## src/rtl/digit_serial_arith_unit.sv

```systemverilog
// Digit-serial four-function arithmetic unit: A plus {0, B, ~B, all-ones} plus cin,
// evaluated DIGIT bits per clock through a registered carry.
module digit_serial_arith_unit #(
  parameter int WIDTH = 8,
  parameter int DIGIT = 2
) (
  input  logic             clk,
  input  logic             rst,
  input  logic             start,
  input  logic             s1,
  input  logic             s0,
  input  logic [WIDTH-1:0] a,
  input  logic [WIDTH-1:0] b,
  input  logic             cin,
  output logic             busy,
  output logic             done,
  output logic [WIDTH-1:0] s,
  output logic             cout,
  output logic             ovf,
  output logic             zero,
  output logic             o_dbg_state
);

  localparam int N  = WIDTH / DIGIT;
  localparam int CW = (N > 1) ? $clog2(N) : 1;

  typedef enum logic {
    ST_IDLE = 1'b0,
    ST_RUN  = 1'b1
  } state_t;

  state_t           r_state;
  state_t           w_state_nxt;
  logic [WIDTH-1:0] r_a;
  logic [WIDTH-1:0] r_b;
  logic [WIDTH-1:0] r_acc;
  logic [WIDTH-1:0] r_s;
  logic [CW-1:0]    r_cnt;
  logic             r_carry;
  logic             r_cout;
  logic             r_ovf;
  logic             r_zero;
  logic             r_done;

  logic [WIDTH-1:0] w_b_eff;
  logic [WIDTH-1:0] w_acc_nxt;
  logic [DIGIT-1:0] w_a_sl;
  logic [DIGIT-1:0] w_b_sl;
  logic [DIGIT:0]   w_sum;
  logic             w_last;
  logic             w_accept;
  logic             w_ovf;

  // Handshake: start is a request accepted only on an edge where busy=0; busy
  // stays high for N cycles and done pulses for one cycle with the result.
  assign w_accept = (r_state == ST_IDLE) && start;
  assign w_last   = (r_cnt == CW'(N - 1));

  always_comb begin
    w_b_eff = '0;
    case ({s1, s0})
      2'b00:   w_b_eff = '0;
      2'b01:   w_b_eff = b;
      2'b10:   w_b_eff = ~b;
      default: w_b_eff = '1;
    endcase
  end

  assign w_a_sl = r_a[r_cnt*DIGIT +: DIGIT];
  assign w_b_sl = r_b[r_cnt*DIGIT +: DIGIT];
  assign w_sum  = {1'b0, w_a_sl} + {1'b0, w_b_sl} + {{DIGIT{1'b0}}, r_carry};

  // Carry into the MSB is recovered as a^b^sum at that bit, so DIGIT=1 needs no special case.
  assign w_ovf = w_a_sl[DIGIT-1] ^ w_b_sl[DIGIT-1] ^ w_sum[DIGIT-1] ^ w_sum[DIGIT];

  always_comb begin
    w_acc_nxt = r_acc;
    w_acc_nxt[r_cnt*DIGIT +: DIGIT] = w_sum[DIGIT-1:0];
  end

  always_ff @(posedge clk) begin
    if (rst) r_state <= ST_IDLE;
    else     r_state <= w_state_nxt;
  end

  always_comb begin
    w_state_nxt = r_state;
    case (r_state)
      ST_IDLE: if (start)  w_state_nxt = ST_RUN;
      ST_RUN:  if (w_last) w_state_nxt = ST_IDLE;
      default: w_state_nxt = ST_IDLE;
    endcase
  end

  always_ff @(posedge clk) begin
    if (rst) begin
      r_a     <= '0;
      r_b     <= '0;
      r_acc   <= '0;
      r_s     <= '0;
      r_cnt   <= '0;
      r_carry <= 1'b0;
      r_cout  <= 1'b0;
      r_ovf   <= 1'b0;
      r_zero  <= 1'b0;
      r_done  <= 1'b0;
    end else begin
      r_done <= 1'b0;
      if (w_accept) begin
        r_a     <= a;
        r_b     <= w_b_eff;
        r_acc   <= '0;
        r_cnt   <= '0;
        r_carry <= cin;
      end else if (r_state == ST_RUN) begin
        r_acc   <= w_acc_nxt;
        r_carry <= w_sum[DIGIT];
        r_cnt   <= r_cnt + 1'b1;
        if (w_last) begin
          r_s    <= w_acc_nxt;
          r_cout <= w_sum[DIGIT];
          r_ovf  <= w_ovf;
          r_zero <= (w_acc_nxt == '0);
          r_done <= 1'b1;
        end
      end
    end
  end

  assign busy        = (r_state == ST_RUN);
  assign done        = r_done;
  assign s           = r_s;
  assign cout        = r_cout;
  assign ovf         = r_ovf;
  assign zero        = r_zero;
  assign o_dbg_state = r_state;

endmodule

```

## config.mk

```make
export PLATFORM = sky130hd
export DESIGN_NAME = digit_serial_arith_unit
export DESIGN_NICKNAME = d
export VERILOG_FILES = /design/src/rtl/digit_serial_arith_unit.sv
export SDC_FILE = /design/constraint.sdc
export NUM_CORES = 1
export LEC_CHECK = 0
export CELL_PAD_IN_SITES_DETAIL_PLACEMENT = 0
export CELL_PAD_IN_SITES_GLOBAL_PLACEMENT = 1
export CORE_MARGIN = 5
export CORE_UTILIZATION = 37
export CTS_BUF_LIST = sky130_fd_sc_hd__clkbuf_4
export CTS_CLUSTER_DIAMETER = 60
export DETAILED_ROUTE_END_ITERATION = 10
export MAX_ROUTING_LAYER = met4
export PLACE_DENSITY = 0.89
export SYNTH_ARGS = -nofsm -noshare
export SYNTH_HDL_FRONTEND = slang
export SYNTH_SLANG_ARGS = --single-unit
```

## constraint.sdc

```tcl
create_clock -name clk -period 2.47 [get_ports clk]
set_input_delay 0.741 -clock clk [delete_from_list [all_inputs] [get_ports clk]]
set_output_delay 0.741 -clock clk [all_outputs]
set_load 0.01 [all_outputs]
```

# After elaboration in Yosys (flattened, before gate mapping)
# Index checks and enable logic that the tools add are counted.
# totals
output_inout_bits	14
regBits	40
# op_classes
eq_ne	3
add_sub_neg	4
muxes	8
n_shift	4
n_reduce_logical	7
bitwise	6
# op_table
operator	count
$neg A3 Y34	1
$shift A2 B34 Y8 const A	1
$shiftx A2 B34 Y8	1
$pmux W8 S3	1
$shiftx A8 B4 Y2	2
$bwmux W8	1
$logic_not A8 Y1	1
$not A8 Y8	1
$mux W1	5
$eq A2 B2 Y1 const B	2
$add A2 B2 Y3	1
$add A3 B1 Y3	1
$reduce_and A3 Y1	1
$reduce_or A3 Y1	1
$xor A1 B1 Y1	3
$add A2 B1 Y2 const B	1
$eq A2 B1 Y1 const B	1
$logic_not A2 Y1	1
$not A1 Y1	2
$pmux W1 S2	1
$reduce_bool A2 Y1	1
$reduce_or A2 Y1	1
$logic_and A1 B1 Y1	1

# Depth between registers and ports, before layout
# Gate-level depths: netlist (run 1).
# logic_depth
depth_word	6
mapped_depth	9
ltp_nobuf	8

# Worst setup path before layout (run 1)
# OpenSTA, ideal clock, no wires.
# synth_timing
path_type	flip-flop to flip-flop
start	register r_cnt[0]
end	register r_zero, in the netlist zero
setup_ps	124
slack_ps	-175
stages_incl_launch_ff	10
synth_period_minus_slack_ps	2645
t_arrival_ps	2521
cell_sequence	dfxtp_1 buf_6 mux4_2 fa_1 inv_1 fa_1 nor4b_4 mux2i_2 nand4_1 o31ai_2
# synth_between
elab_chain_len	6
elab_cells_between_ends	11
classes_between	add/sub (3); eq/ne (1); shift (4); mux (1); reduce/logical (2)
# synth_rtl
item	line	rtl
start: declaration	38	logic [CW-1:0] r_cnt;
start signal: assignment	118	r_cnt <= r_cnt + 1'b1;
$shiftx A8 B4 Y2, on equally long branches	69, 70	
$add A2 B2 Y3	71	assign w_sum = {1'b0, w_a_sl} + {1'b0, w_b_sl} + {{DIGIT{1'b0}}, r_carry};
$add A3 B1 Y3	71	
$shiftx A2 B34 Y8	78	w_acc_nxt[r_cnt*DIGIT +: DIGIT] = w_sum[DIGIT-1:0];
$bwmux W8	78	
$logic_not A8 Y1	123	r_zero <= (w_acc_nxt == '0);
end signal: assignment	123	
end: declaration	42	logic r_zero;
# Parallel ways exist; a longest one is shown, timed or not.
# A chain may end at the register's enable or synchronous reset.

# Worst setup path in the final report (run 1)
# layout_timing
start	register r_cnt[0]
end	register r_acc[7]
# layout_between
elab_chain_len	5
elab_cells_between_ends	8
classes_between	add/sub (3); shift (4); mux (1)
# layout_rtl
item	line	rtl
$shiftx A8 B4 Y2, on equally long branches	69, 70	
$add A2 B2 Y3	71	
$add A3 B1 Y3	71	
$shiftx A2 B34 Y8	78	
$bwmux W8 (*)	78	
end signal: assignment	116	r_acc <= w_acc_nxt;
end: declaration	36	logic [WIDTH-1:0] r_acc;
# Mark *: on every way between the ends. The rest lies on a longest branch, timed or not.

==> metrics.log, run 1 <==
[metrics] outcome: complete, but fails checks
[metrics] violations in the final reports: setup timing
[metrics] power share of the combinational group: ~18%
[metrics] total routing resource utilization after global routing: a little over an eighth
[metrics] Worst VDD drop: approximately 0.00026 V
[metrics] reg-to-reg setup timing slack: -0.02 ns
[metrics] Endpoint, Worst Hold: r_b[1]$_SDFFE_PP0P_
[metrics] Reg2Reg Depth: 7
[metrics] fraction of layout instances using a drive strength above 1: roughly 17%
[metrics] core box area: between 5000 and 6000 µm²
[metrics] post-layout util: ~50%
[metrics] start point of the worst min-delay path: r_b[1]$_SDFFE_PP0P_
[metrics] compound-cell area share of the yosys netlist: 18.24%
[metrics] die area: around 6600 µm²
[metrics] leading area contributor after synthesis: dfxtp_1
[metrics] static leakage: approximately 0.89 nW
[metrics] drt via density: ~5
[metrics] Finish-stage setup viols: 2
[metrics] tightest slew margin relative to the limit: between 50 and 60%
[metrics] reported max-cap violation count: 0
[metrics] adder-cell area share of the yosys netlist: just under 7%
[metrics] Crit. End Element: register
[metrics] Routed Wire Length: about 4 mm
[metrics] type of origin of the critical path: register
[metrics] highest clock rate: between 400 and 500 MHz
[metrics] Pins Over Slew Limit: 0
[metrics] power per unit of standard cell area: 558.8 nW/µm²
[metrics] synthesized netlist net count: 220
[metrics] horizontal extent of the die: 81.53 µm
[metrics] combinational family with the most area after synthesis: compound AO/OA/AOI/OAI gates
[metrics] remaining antenna violation count: 0
[metrics] Final Cycle Share: 100.9%
[metrics] clock edge transition at the registers on the reported setup and hold paths: about 0.12 ns
[metrics] min cycle time layout: 2.493 ns
[metrics] Detail Placement HPWL: 2.902 mm
[metrics] power consumption: roughly 1.4 mW
[metrics] global-route wire length before repair: around 6.6 mm
[metrics] cells after synthesis: 189
[metrics] clock network latency to the later pin of the worst-skew pair: about 0.35 ns
[metrics] placed cell count: a little under 300
[metrics] share of the synthesized netlist area taken by xor and xnor gates: between 1 and 1.5%
[metrics] standard cell area after detailed placement: ~2300 µm²
[metrics] TritonCTS buffer count: 5
[metrics] cell internal power dissipation: around 1.0 mW
[metrics] root buf cell: clkbuf_4
[metrics] portion of total power attributed to sequential cells: 50.2%
[metrics] setup ws final: -0.02291 ns
[metrics] Filler Cell Count: between 400 and 500
[metrics] Cell Count, Final, Fillers Out: 298
[metrics] final setup skew: about 0.012 ns
[metrics] worst slack on hold paths: 0.4552 ns
[metrics] Antenna Diode Count: 0
[metrics] maximum buffer depth of the clock tree: 2
[metrics] top cell type's share of synthesized area: about 42%
[metrics] worst-path fanout max: 4
[metrics] Tightest Pin Transition: approximately 0.67 ns
[metrics] number of top-level pins: 36
[metrics] hold_buf cts: 0
[metrics] Syn. warnings: 0
[metrics] number of instances on the worst hold path: 2
[metrics] worst reg2reg path endpoint: r_acc[7]$_SDFFE_PP0P_
[metrics] Net count, final: about 260
[metrics] share of power burned in the clock network: between 30% and 40%
[metrics] Switching Share: 25.66%
[metrics] vias in the first global route: around 1400
[metrics] P_sw: 0.3520 mW
[metrics] path class of the lowest-slack min-delay path: register to register
[metrics] weighted congestion reported at the end of routability-driven placement: 0.7711
[metrics] TritonCTS clock tree: built
[metrics] area grow syn2layout: 29.68%
[metrics] length of the first detailed-routing pass in iterations: 4
[metrics] Critical R2R Launch: r_cnt[0]$_SDFFE_PP0P_
[metrics] top cells by area in the synthesized netlist: dfxtp_1 42%, a211oi_1 5.9%, mux2i_1 5.3%, mux4_2 4.8%, ha_1 4.6%
[metrics] DRC violation total after the first TritonRoute iteration: approximately 100
[metrics] WS Path Type: register to register
[metrics] average wire per cell in the routed design: about 13 µm
[metrics] Port-buffer cells: 35
[metrics] mean cell area of the mapped netlist: 10.02 µm²
[metrics] setup repair after global routing missed its margin: true
[metrics] starting density of the core: a little under two fifths
[metrics] number of rows created at floorplan: 26
[metrics] CP Data Arrival Time: between 2 and 3 ns
[metrics] required time at the worst-slack endpoint: between 2 and 3 ns
[metrics] via count of the routed design: approximately 1500
[metrics] final hold vios: 0
[metrics] pin count of the biggest net entering global routing: 26
[metrics] final instance area: approximately 2500 µm²
[metrics] DIE HEIGHT: just over 80 µm
[metrics] post-CTS setup-driven buffer insertion count: 0
[metrics] # DRC: 0
[metrics] share of synthesized area occupied by flip-flops and latches: 42.30%
[metrics] number of flip-flops and latches in the synthesized netlist: 40
[metrics] post-synthesis instance area: ~1900 µm²
[metrics] antenna violations before repair: 0
[metrics] simple-gate share of the synthesized area: between 10% and 20%
[metrics] number of clock sinks: 40
[metrics] distinct cell type count of the synthesized netlist: 39
[metrics] final global-route overflow total: 0
[metrics] number of H-tree levels: 2
[metrics] fraction of synthesized area in multiplexers: a little over a tenth
==> flip-flops by register name, summed over array words and instances, names as in the netlist <==
name     flops
ovf          1
r_acc        8
s            8
r_a          8
r_b          8
done         1
zero         1
busy         1
r_cnt        2
r_carry      1
cout         1
==> cell usage in the layout (no fill, tap or decap), types with 2 or more instances in the layout <==
cell type / instances
a41oi_1: 2
o21ai_0: 4
inv_2: 2
clkbuf_4: 6
clkdlybuf4s50_1: 35
mux2i_1: 10
a21oi_1: 3
buf_4: 7
nand3_1: 2
mux4_2: 4
ha_1: 7
a211oi_1: 11
xnor2_1: 3
nor2_1: 20
a211oi_2: 4
a22o_1: 8
dfxtp_1: 39
nor2b_1: 9
a32oi_1: 2
fa_2: 2
nand2_1: 15
inv_1: 6
o21ai_1: 5
nand4_1: 2
==> Yosys cell counts (all sizes together) <==
master	instances
dfxtp	40
nand3	2
nand2b	1
a211oi	15
o21a	1
mux4	4
nor2	22
inv	8
nand4	2
buf	9
nand2	15
fa	2
and2	1
xnor2	3
ha	7
a41oi	3
a31oi	2
a32oi	2
o31ai	1
o21ai	10
nor2b	9
o2111ai	1
clkbuf	2
and3	1
a21oi	4
mux2i	11
nor4b	1
a22o	8
and4bb	2
==> critical path: stages, from the launching register on <==
cell	delay (ns)
dfxtp_4	0.39
mux4_2	0.51
fa_2	0.37
inv_2	0.06
fa_2	0.50
nor4b_4	0.25
mux2i_2	0.13
a211oi_1	0.22
==> layout make-up <==
| cell class | count | area (µm²) | area share [%] |
|---|---|---|---|
| clock buffer | 6 | 45.04 | 1.835 |
| timing repair buffer | 42 | 402.9 | 16.41 |
| tap | 70 | 87.58 | 3.568 |
| inverter | 8 | 30.03 | 1.223 |
| multi-input combinational | 130 | 1050 | 42.76 |
| sequential | 40 | 804.5 | 32.77 |
| clock inverter | 2 | 35.03 | 1.427 |
==> logic make-up (layout without fill, tap and decap cells) <==
group / Yosys count / after routing
fa+ha+maj: 9 / 9
buf+inv: 19 / 58
mux: 15 / 15
compound gates: 47 / 47
xor+xnor: 3 / 3
flops: 40 / 40
simple gates: 56 / 56
==> power groups by stage <==
stage	clock network, mW	logic (mW)	registers [mW]
2_1_floorplan	0	0.163	0.699
3_3_place_gp	0	0.241	0.703
3_5_place_dp	0	0.242	0.703
4_1_cts	0.442	0.244	0.689
5_1_grt	0.475	0.278	0.693
6_report	0.431	0.253	0.688
==> worst max path at each step <==
stage	startpoint	endpoint	slack, ns
after floorplan	r_cnt[0]$_SDFFE_PP0P_	zero$_SDFFE_PP0P_	-0.06
after global placement	r_cnt[0]$_SDFFE_PP0P_	zero$_SDFFE_PP0P_	0.03
after detailed placement	r_cnt[0]$_SDFFE_PP0P_	r_acc[3]$_SDFFE_PP0P_	-0.03
after CTS	r_cnt[0]$_SDFFE_PP0P_	s[7]$_SDFFE_PP0P_	-0.01
after global routing	r_cnt[0]$_SDFFE_PP0P_	r_acc[7]$_SDFFE_PP0P_	-0.12
final	r_cnt[0]$_SDFFE_PP0P_	r_acc[7]$_SDFFE_PP0P_	-0.02
==> routing by layer <==
metal | up-vias | global-route usage [%] | part of all wire [%]
met5 | - | - | 0
met4 | 0 | 5.574 | 1.7
met3 | 7 | 3.728 | 5.4
met2 | 33 | 18.49 | 43
met1 | 661 | 18.57 | 50
li1 | 750 | - | -
==> metrics by stage <==
step                      setup TNS [ns]  setup WS (ns)
after floorplan                  -0.2821       -0.06432
after global routing             -0.5181        -0.1164
after CTS                       -0.01713       -0.01172
after detailed placement        -0.06318       -0.02966
after global placement                 0        0.03457
final                           -0.03885       -0.02291
==> timing repair <==
action                                  in CTS  in global routing
pin swaps                                    2                  8
gates resized for setup                      2                  8
endpoints found under the setup margin       5                  7
Power figures use the tool's default switching activity.
==> run 2, diff against run 1 <==
--- a/config.mk
+++ b/config.mk
@@ -8,12 +8,13 @@
 export CELL_PAD_IN_SITES_DETAIL_PLACEMENT = 0
 export CELL_PAD_IN_SITES_GLOBAL_PLACEMENT = 1
 export CORE_MARGIN = 5
-export CORE_UTILIZATION = 37
+export CORE_UTILIZATION = 44
 export CTS_BUF_LIST = sky130_fd_sc_hd__clkbuf_4
 export CTS_CLUSTER_DIAMETER = 60
 export DETAILED_ROUTE_END_ITERATION = 10
+export HOLD_SLACK_MARGIN = 0.08
 export MAX_ROUTING_LAYER = met4
-export PLACE_DENSITY = 0.89
+export PLACE_DENSITY = 0.95
 export SYNTH_ARGS = -nofsm -noshare
 export SYNTH_HDL_FRONTEND = slang
 export SYNTH_SLANG_ARGS = --single-unit
==> constraint.sdc (replaced) <==
create_clock -name clk -period 3.15 [get_ports clk]
set_input_delay 0.945 -clock clk [delete_from_list [all_inputs] [get_ports clk]]
set_output_delay 0.945 -clock clk [all_outputs]
set_load 0.01 [all_outputs]
==> run 2 against run 1 <==
- worst setup slack better by 0.50 ns
- the run now ends clean
- critical path type unchanged
- die area down 14%
- via count up 4.6%
- wire length up 0.28%
- total power down 22%
- largest cell class unchanged
- clock skew down 0.0025 ns
- combinational power down 28%
==> metrics.log, run 2 (synthesis gave the netlist of run 1 again) <==
[metrics] outcome: completed
[metrics] path class of the lowest-slack min-delay path: register to register
[metrics] Antenna Diode Count: 0 (unchanged)
[metrics] Seq. cell area: 800.8 µm² (-0.47%)
[metrics] average wire per cell in the routed design: 14.30 µm (+8.3%)
[metrics] critical path, cell by cell: mux4_2, fa_1, inv_1, fa_1, nor2_1, a41oi_1, a211oi_1
[metrics] delay contributed by the slowest stage of the critical path: 0.55 ns (+0.04 ns)
[metrics] number of top-level pins: 36 (unchanged)
[metrics] Crit. End Element: register
[metrics] Finish-stage setup viols: 0 (-2)
[metrics] TritonCTS buffer count: 5 (unchanged)
[metrics] number of gates given a new drive strength after cts: 0 (-2)
[metrics] antenna violations before repair: 0 (unchanged)
[metrics] Detail Placement HPWL: 3.032 mm (+4.5%)
[metrics] global-route wire length before repair: 6.727 mm (+1.9%)
[metrics] DIE HEIGHT: 75.59 µm (-7.3%)
[metrics] total routing resource utilization after global routing: 16.19% (+2.7 points)
[metrics] DRC violation total after the first TritonRoute iteration: 73 (-30%)
[metrics] reported max-cap violation count: 0 (unchanged)
[metrics] WS Path Type: register to register
[metrics] vias in the first global route: 1431 (+1.9%)
[metrics] type of origin of the critical path: register
[metrics] clock edge transition at the registers on the reported setup and hold paths: 0.13 ns (about the same)
[metrics] Switching Share: 26.61% (+0.95 points)
[metrics] top library cells by usage in the layout, fill and taps aside: 40 x dfxtp_1, 35 x clkdlybuf4s50_1, 21 x nor2_1, 15 x nand2_1, 15 x a211oi_1
[metrics] final-layout setup total negative slack: 0 ns (+0.03885 ns)
[metrics] master of the slowest instance on the critical path: mux4_2
[metrics] fraction of layout instances using a drive strength above 1: 11.06% (-5.6 points)
[metrics] share of power burned in the clock network: 32.4% (+1.0 points)
[metrics] Worst VDD drop: 0.0002703 V (+5.0%)
[metrics] hold_buf cts: 0 (unchanged)
[metrics] critical path startpoint: r_cnt[0]$_SDFFE_PP0P_
[metrics] placed cell count: 268 (-7.6%)
[metrics] P_sw: 0.2857 mW (-19%)
[metrics] Critical R2R Launch: r_cnt[0]$_SDFFE_PP0P_
[metrics] power share of the combinational group: 17.0% (-1.4 points)
[metrics] Port-buffer cells: 35 (unchanged)
[metrics] Tightest Pin Transition: 0.6769 ns (+0.007004 ns)
[metrics] length of the first detailed-routing pass in iterations: 4 (unchanged)
[metrics] most frequent cell on the critical path: fa_1
[metrics] cell internal power dissipation: 0.7880 mW (-23%)
[metrics] number of H-tree levels: 2 (unchanged)
[metrics] worst-path fanout max: 4 (unchanged)
[metrics] weighted congestion reported at the end of routability-driven placement: 0.8577 (+11%)
[metrics] via count of the routed design: 1518 (+4.6%)
[metrics] number of clock sinks: 40 (unchanged)
[metrics] Net count, final: 256 (-0.78%)
[metrics] core box area: 4086 µm² (-19%)
[metrics] required time at the worst-slack endpoint: 3.43 ns (+0.69 ns)
[metrics] multi-input gate area in the final layout: 994.7 µm² (-5.2%)
[metrics] power per unit of standard cell area: 454.7 nW/µm² (-19%)
[metrics] tightest slew margin relative to the limit: 54.87% (-0.47 points)
[metrics] reg-to-reg setup timing slack: 0.48 ns (+0.50 ns)
[metrics] root buf cell: clkbuf_4
[metrics] Routed Wire Length: 3.948 mm (+0.28%)
[metrics] clock network latency to the later pin of the worst-skew pair: 0.36 ns (about the same)
[metrics] worst reg2reg path endpoint: s[3]$_SDFFE_PP0P_
[metrics] remaining antenna violation count: 0 (unchanged)
[metrics] worst slack on hold paths: 0.4629 ns (+0.007698 ns)
[metrics] final global-route overflow total: 0 (unchanged)
[metrics] standard cell area after detailed placement: 2276 µm² (-2.0%)
[metrics] start point of the worst min-delay path: r_b[2]$_SDFFE_PP0P_
[metrics] area grow syn2layout: 24.72%
[metrics] pin count of the biggest net entering global routing: 20 (-23%)
[metrics] highest clock rate: 374.5 MHz (-6.6%)
[metrics] static leakage: 0.8694 nW (-1.8%)
[metrics] final hold vios: 0 (unchanged)
[metrics] Filler Cell Count: 388 (-19%)
[metrics] number of rows created at floorplan: 23 (-12%)
[metrics] Final Cycle Share: 84.77% (-16 points)
[metrics] # DRC: 0 (unchanged)
[metrics] setup repair after global routing missed its margin: false
[metrics] Critical Path Sink: s[3]$_SDFFE_PP0P_
[metrics] drt via density: 5.500 (+13%)
[metrics] die area: 5714 µm² (-14%)
[metrics] starting density of the core: 46.33% (+8.8 points)
[metrics] Reg2Reg Depth: 7 (unchanged)
[metrics] TritonCTS clock tree: built
[metrics] Pins Over Slew Limit: 0 (unchanged)
[metrics] final setup skew: 0.009433 ns (-0.002465 ns)
[metrics] final instance area: 2361 µm² (-3.8%)
[metrics] CP Data Arrival Time: 2.95 ns (+0.18 ns)
[metrics] Cell Count, Final, Fillers Out: 276 (-7.4%)
[metrics] maximum buffer depth of the clock tree: 2 (unchanged)
[metrics] min cycle time layout: 2.670 ns (+0.1774 ns)
[metrics] power consumption: 1.074 mW (-22%)
[metrics] portion of total power attributed to sequential cells: 50.6% (+0.4 points)
[metrics] most common cell after layout, fill and taps aside: dfxtp_1
[metrics] post-CTS setup-driven buffer insertion count: 0 (unchanged)
[metrics] horizontal extent of the die: 75.59 µm (-7.3%)
## run 2: worst min path at each step
stage               depth (start not counted)                  end  slack, ns
global route                                2  r_b[3]$_SDFFE_PP0P_       0.48
finish                                      2  r_b[2]$_SDFFE_PP0P_       0.46
global placement                            2  r_b[4]$_SDFFE_PP0P_       0.44
CTS                                         2  r_b[2]$_SDFFE_PP0P_       0.46
detailed placement                          2  r_b[2]$_SDFFE_PP0P_       0.45
floorplan                                   2  r_b[4]$_SDFFE_PP0P_       0.42
## run 2: metal layers
layer | part of all wire, % | vias up | global-route usage (%)
met3 | 6.7 | 6 | 4.222
met4 | 0.56 | 0 | 7.379
met2 | 49 | 52 | 25.50
met5 | 0 | - | -
met1 | 44 | 705 | 19.37
li1 | - | 755 | -
## run 2: final cells by class
cell class	instances	area share (%)
Multi-Input combinational cell	130	42.13
Sequential cell	40	33.92
Timing Repair Buffer	40	16.43
Tap cell	50	2.650
Clock inverter	3	2.014
Clock buffer	5	1.590
Inverter	8	1.272
## run 2: power groups by stage
stage | Clock [mW] | Sequential, mW | Combinational [mW]
finish | 0.348 | 0.543 | 0.183
global route | 0.383 | 0.547 | 0.200
floorplan | 0 | 0.548 | 0.126
detailed placement | 0 | 0.555 | 0.182
CTS | 0.359 | 0.544 | 0.183
global placement | 0 | 0.555 | 0.180
## run 2: through the flow
step | utilization (%) | setup slack, ns
after floorplan | - | 0.5049
after global routing | 57.78 | 0.3023
final | 57.78 | 0.4796
after detailed placement | 55.69 | 0.4596
after global placement | 55.69 | 0.5623
after CTS | 57.78 | 0.4532
## run 2: worst max-delay path: cells and delay by family (launching register included)
family	cells	cell delay, ns
AO/OA/AOI/OAI	2	0.45
adder cells (fa/ha/maj)	2	0.89
buffers and inverters	1	0.07
flip-flops	1	0.45
multiplexers	1	0.55
AND/OR/NAND/NOR	1	0.18
==> run 3, diff against run 2 <==
--- a/config.mk
+++ b/config.mk
@@ -8,13 +8,13 @@
 export CELL_PAD_IN_SITES_DETAIL_PLACEMENT = 0
 export CELL_PAD_IN_SITES_GLOBAL_PLACEMENT = 1
 export CORE_MARGIN = 5
-export CORE_UTILIZATION = 44
+export CORE_UTILIZATION = 41
 export CTS_BUF_LIST = sky130_fd_sc_hd__clkbuf_4
 export CTS_CLUSTER_DIAMETER = 60
 export DETAILED_ROUTE_END_ITERATION = 10
 export HOLD_SLACK_MARGIN = 0.08
 export MAX_ROUTING_LAYER = met4
-export PLACE_DENSITY = 0.95
+export PLACE_DENSITY = 0.92
 export SYNTH_ARGS = -nofsm -noshare
 export SYNTH_HDL_FRONTEND = slang
 export SYNTH_SLANG_ARGS = --single-unit
==> constraint.sdc (replaced) <==
create_clock -name clk -period 2.7 [get_ports clk]
set_input_delay 0.81 -clock clk [delete_from_list [all_inputs] [get_ports clk]]
set_output_delay 0.81 -clock clk [all_outputs]
set_load 0.01 [all_outputs]
==> run 3 against run 2 <==
- sequential share of layout area is 0.32 points lower
- worst setup slack got worse by 0.36 ns
- via count decreased by 3.7%
- combinational power increased by 21%
- die area up 6.3%
- utilization down 3.7 points
- hold slack worse by 0.0066 ns
- highest routed layer unchanged
==> metrics.log, run 3 (synthesis gave the netlist of run 1 again) <==
[metrics] outcome: completed
[metrics] worst reg2reg path endpoint: s[7]$_SDFFE_PP0P_
[metrics] clock network latency to the later pin of the worst-skew pair: 0.36 ns (about the same)
[metrics] static leakage: 0.8759 nW (+0.75%)
[metrics] number of instances on the worst hold path: 2 (unchanged)
[metrics] path class of the lowest-slack min-delay path: register to register
[metrics] reported max-cap violation count: 0 (unchanged)
[metrics] number of rows created at floorplan: 24 (+4.3%)
[metrics] final global-route overflow total: 0 (unchanged)
[metrics] pin count of the biggest net entering global routing: 26 (+30%)
[metrics] die area: 6076 µm² (+6.3%)
[metrics] total routing resource utilization after global routing: 14.07% (-2.1 points)
[metrics] drt via density: 5.221 (-5.1%)
[metrics] vias in the first global route: 1479 (+3.4%)
[metrics] power per unit of standard cell area: 518.6 nW/µm² (+14%)
[metrics] Detail Placement HPWL: 2.967 mm (-2.2%)
[metrics] length of the first detailed-routing pass in iterations: 4 (unchanged)
[metrics] Pins Over Slew Limit: 0 (unchanged)
[metrics] Endpoint, Worst Hold: r_b[1]$_SDFFE_PP0P_
[metrics] area grow syn2layout: 26.11%
[metrics] WS Path Type: register to register
[metrics] number of top-level pins: 36 (unchanged)
[metrics] Worst VDD drop: 0.0002927 V (+8.3%)
[metrics] core box area: 4414 µm² (+8.0%)
[metrics] clock edge transition at the registers on the reported setup and hold paths: 0.12 ns (about the same)
[metrics] Port-buffer cells: 35 (unchanged)
[metrics] Final Cycle Share: 95.45% (+11 points)
[metrics] Crit. End Element: register
[metrics] global-route wire length before repair: 6.679 mm (-0.71%)
[metrics] TritonCTS buffer count: 5 (unchanged)
[metrics] required time at the worst-slack endpoint: 2.98 ns (-0.45 ns)
[metrics] Antenna Diode Count: 0 (unchanged)
[metrics] remaining antenna violation count: 0 (unchanged)
[metrics] min cycle time layout: 2.577 ns (-0.09326 ns)
[metrics] weighted congestion reported at the end of routability-driven placement: 0.8457 (-1.4%)
[metrics] number of clock sinks: 40 (unchanged)
[metrics] final-layout setup total negative slack: 0 ns (unchanged)
[metrics] standard cell area after detailed placement: 2293 µm² (+0.77%)
[metrics] # DRC: 0 (unchanged)
[metrics] DRC violation total after the first TritonRoute iteration: 90 (+23%)
[metrics] TritonCTS clock tree: built
[metrics] start point of the worst min-delay path: r_b[1]$_SDFFE_PP0P_
[metrics] top library cells by usage in the layout, fill and taps aside: 39 x dfxtp_1, 35 x clkdlybuf4s50_1, 20 x nor2_1, 15 x nand2_1, 14 x a211oi_1
[metrics] final instance area: 2387 µm² (+1.1%)
[metrics] Finish-stage setup viols: 0 (unchanged)
[metrics] reg-to-reg setup timing slack: 0.12 ns (-0.36 ns)
[metrics] tightest slew margin relative to the limit: 53.55% (-1.3 points)
[metrics] Tightest Pin Transition: 0.6967 ns (+0.01982 ns)
[metrics] horizontal extent of the die: 77.95 µm (+3.1%)
[metrics] most common cell after layout, fill and taps aside: dfxtp_1
[metrics] Net count, final: 258 (+0.78%)
[metrics] Reg2Reg Depth: 7 (unchanged)
[metrics] average wire per cell in the routed design: 13.84 µm (-3.2%)
[metrics] fraction of layout instances using a drive strength above 1: 13.16% (+2.1 points)
[metrics] antenna violations before repair: 0 (unchanged)
[metrics] DIE HEIGHT: 77.95 µm (+3.1%)
[metrics] CP Data Arrival Time: 2.86 ns (-0.09 ns)
[metrics] starting density of the core: 42.89% (-3.4 points)
[metrics] number of H-tree levels: 2 (unchanged)
[metrics] highest clock rate: 388.0 MHz (+3.6%)
[metrics] root buf cell: clkbuf_4
[metrics] type of origin of the critical path: register
[metrics] maximum buffer depth of the clock tree: 2 (unchanged)
[metrics] final hold vios: 0 (unchanged)
[metrics] via count of the routed design: 1462 (-3.7%)
[metrics] Routed Wire Length: 3.876 mm (-1.8%)
[metrics] setup repair after global routing missed its margin: false
[metrics] worst-path fanout max: 4 (unchanged)
[metrics] hold_buf cts: 0 (unchanged)
[metrics] Critical R2R Launch: r_cnt[0]$_SDFFE_PP0P_
[metrics] final setup skew: 0.006770 ns (-0.002663 ns)
run 3: worst max-delay path by stage:
stage                                startpoint           endpoint  slack, ns  depth (start not counted)
final                     r_cnt[0]$_SDFFE_PP0P_  s[7]$_SDFFE_PP0P_       0.12                          7
after global routing      r_cnt[0]$_SDFFE_PP0P_  zero$_SDFFE_PP0P_       0.02                          8
after CTS                 r_cnt[0]$_SDFFE_PP0P_  s[3]$_SDFFE_PP0P_       0.06                          7
after detailed placement  r_cnt[0]$_SDFFE_PP0P_  s[3]$_SDFFE_PP0P_       0.02                          7
after global placement    r_cnt[0]$_SDFFE_PP0P_  zero$_SDFFE_PP0P_       0.12                          8
after floorplan           r_cnt[0]$_SDFFE_PP0P_  zero$_SDFFE_PP0P_       0.05                          9
run 3: metrics by stage:
stage	setup slack (ns)	cells	hold WS [ns]	total power [mW]	utilization, %
floorplan	0.05489	189	0.4198	0.7862	-
global placement	0.1162	272	0.4297	0.8602	51.96
detailed placement	0.01521	272	0.4413	0.8628	51.96
global route	0.01798	280	0.4857	1.300	54.08
finish	0.1229	280	0.4564	1.238	54.08
CTS	0.06200	280	0.4595	1.246	53.68
run 3: critical path, stage by stage (launching register included):
cell and delay [ns]:
dfxtp_2 0.39, mux4_2 0.52, fa_1 0.39, inv_1 0.08
fa_2 0.49, nor4b_4 0.24, mux2i_2 0.12, a211oi_1 0.25
run 3: layout make-up:
type                            count  area [µm²]
Sequential cell                    40       802.0
Fill cell                         413        2027
Inverter                            8       30.03
Timing Repair Buffer               42       402.9
Tap cell                           52       65.06
Clock buffer                        5       37.54
Clock inverter                      3       37.54
Multi-Input combinational cell    130        1012
run 3: layer usage:
layer | track usage (%) | routed length, µm | up-vias
met1 | 16.18 | 1752 | 651
met2 | 22.62 | 1795 | 42
met4 | 6.757 | 80 | 0
met5 | - | 0 | -
met3 | 3.819 | 249 | 8
li1 | - | - | 761
run 3: where the power goes:
part,switching (mW),internal (mW),total [mW]
Sequential,0.0151,0.615,0.630
Combinational,0.112,0.111,0.222
Clock,0.197,0.189,0.386
run 3: timing repair:
action | CTS | global route
buffers inserted | 0 | 0
gates resized for setup | 1 | 4
pin swaps | 0 | 2
setup endpoints to repair | 1 | 5
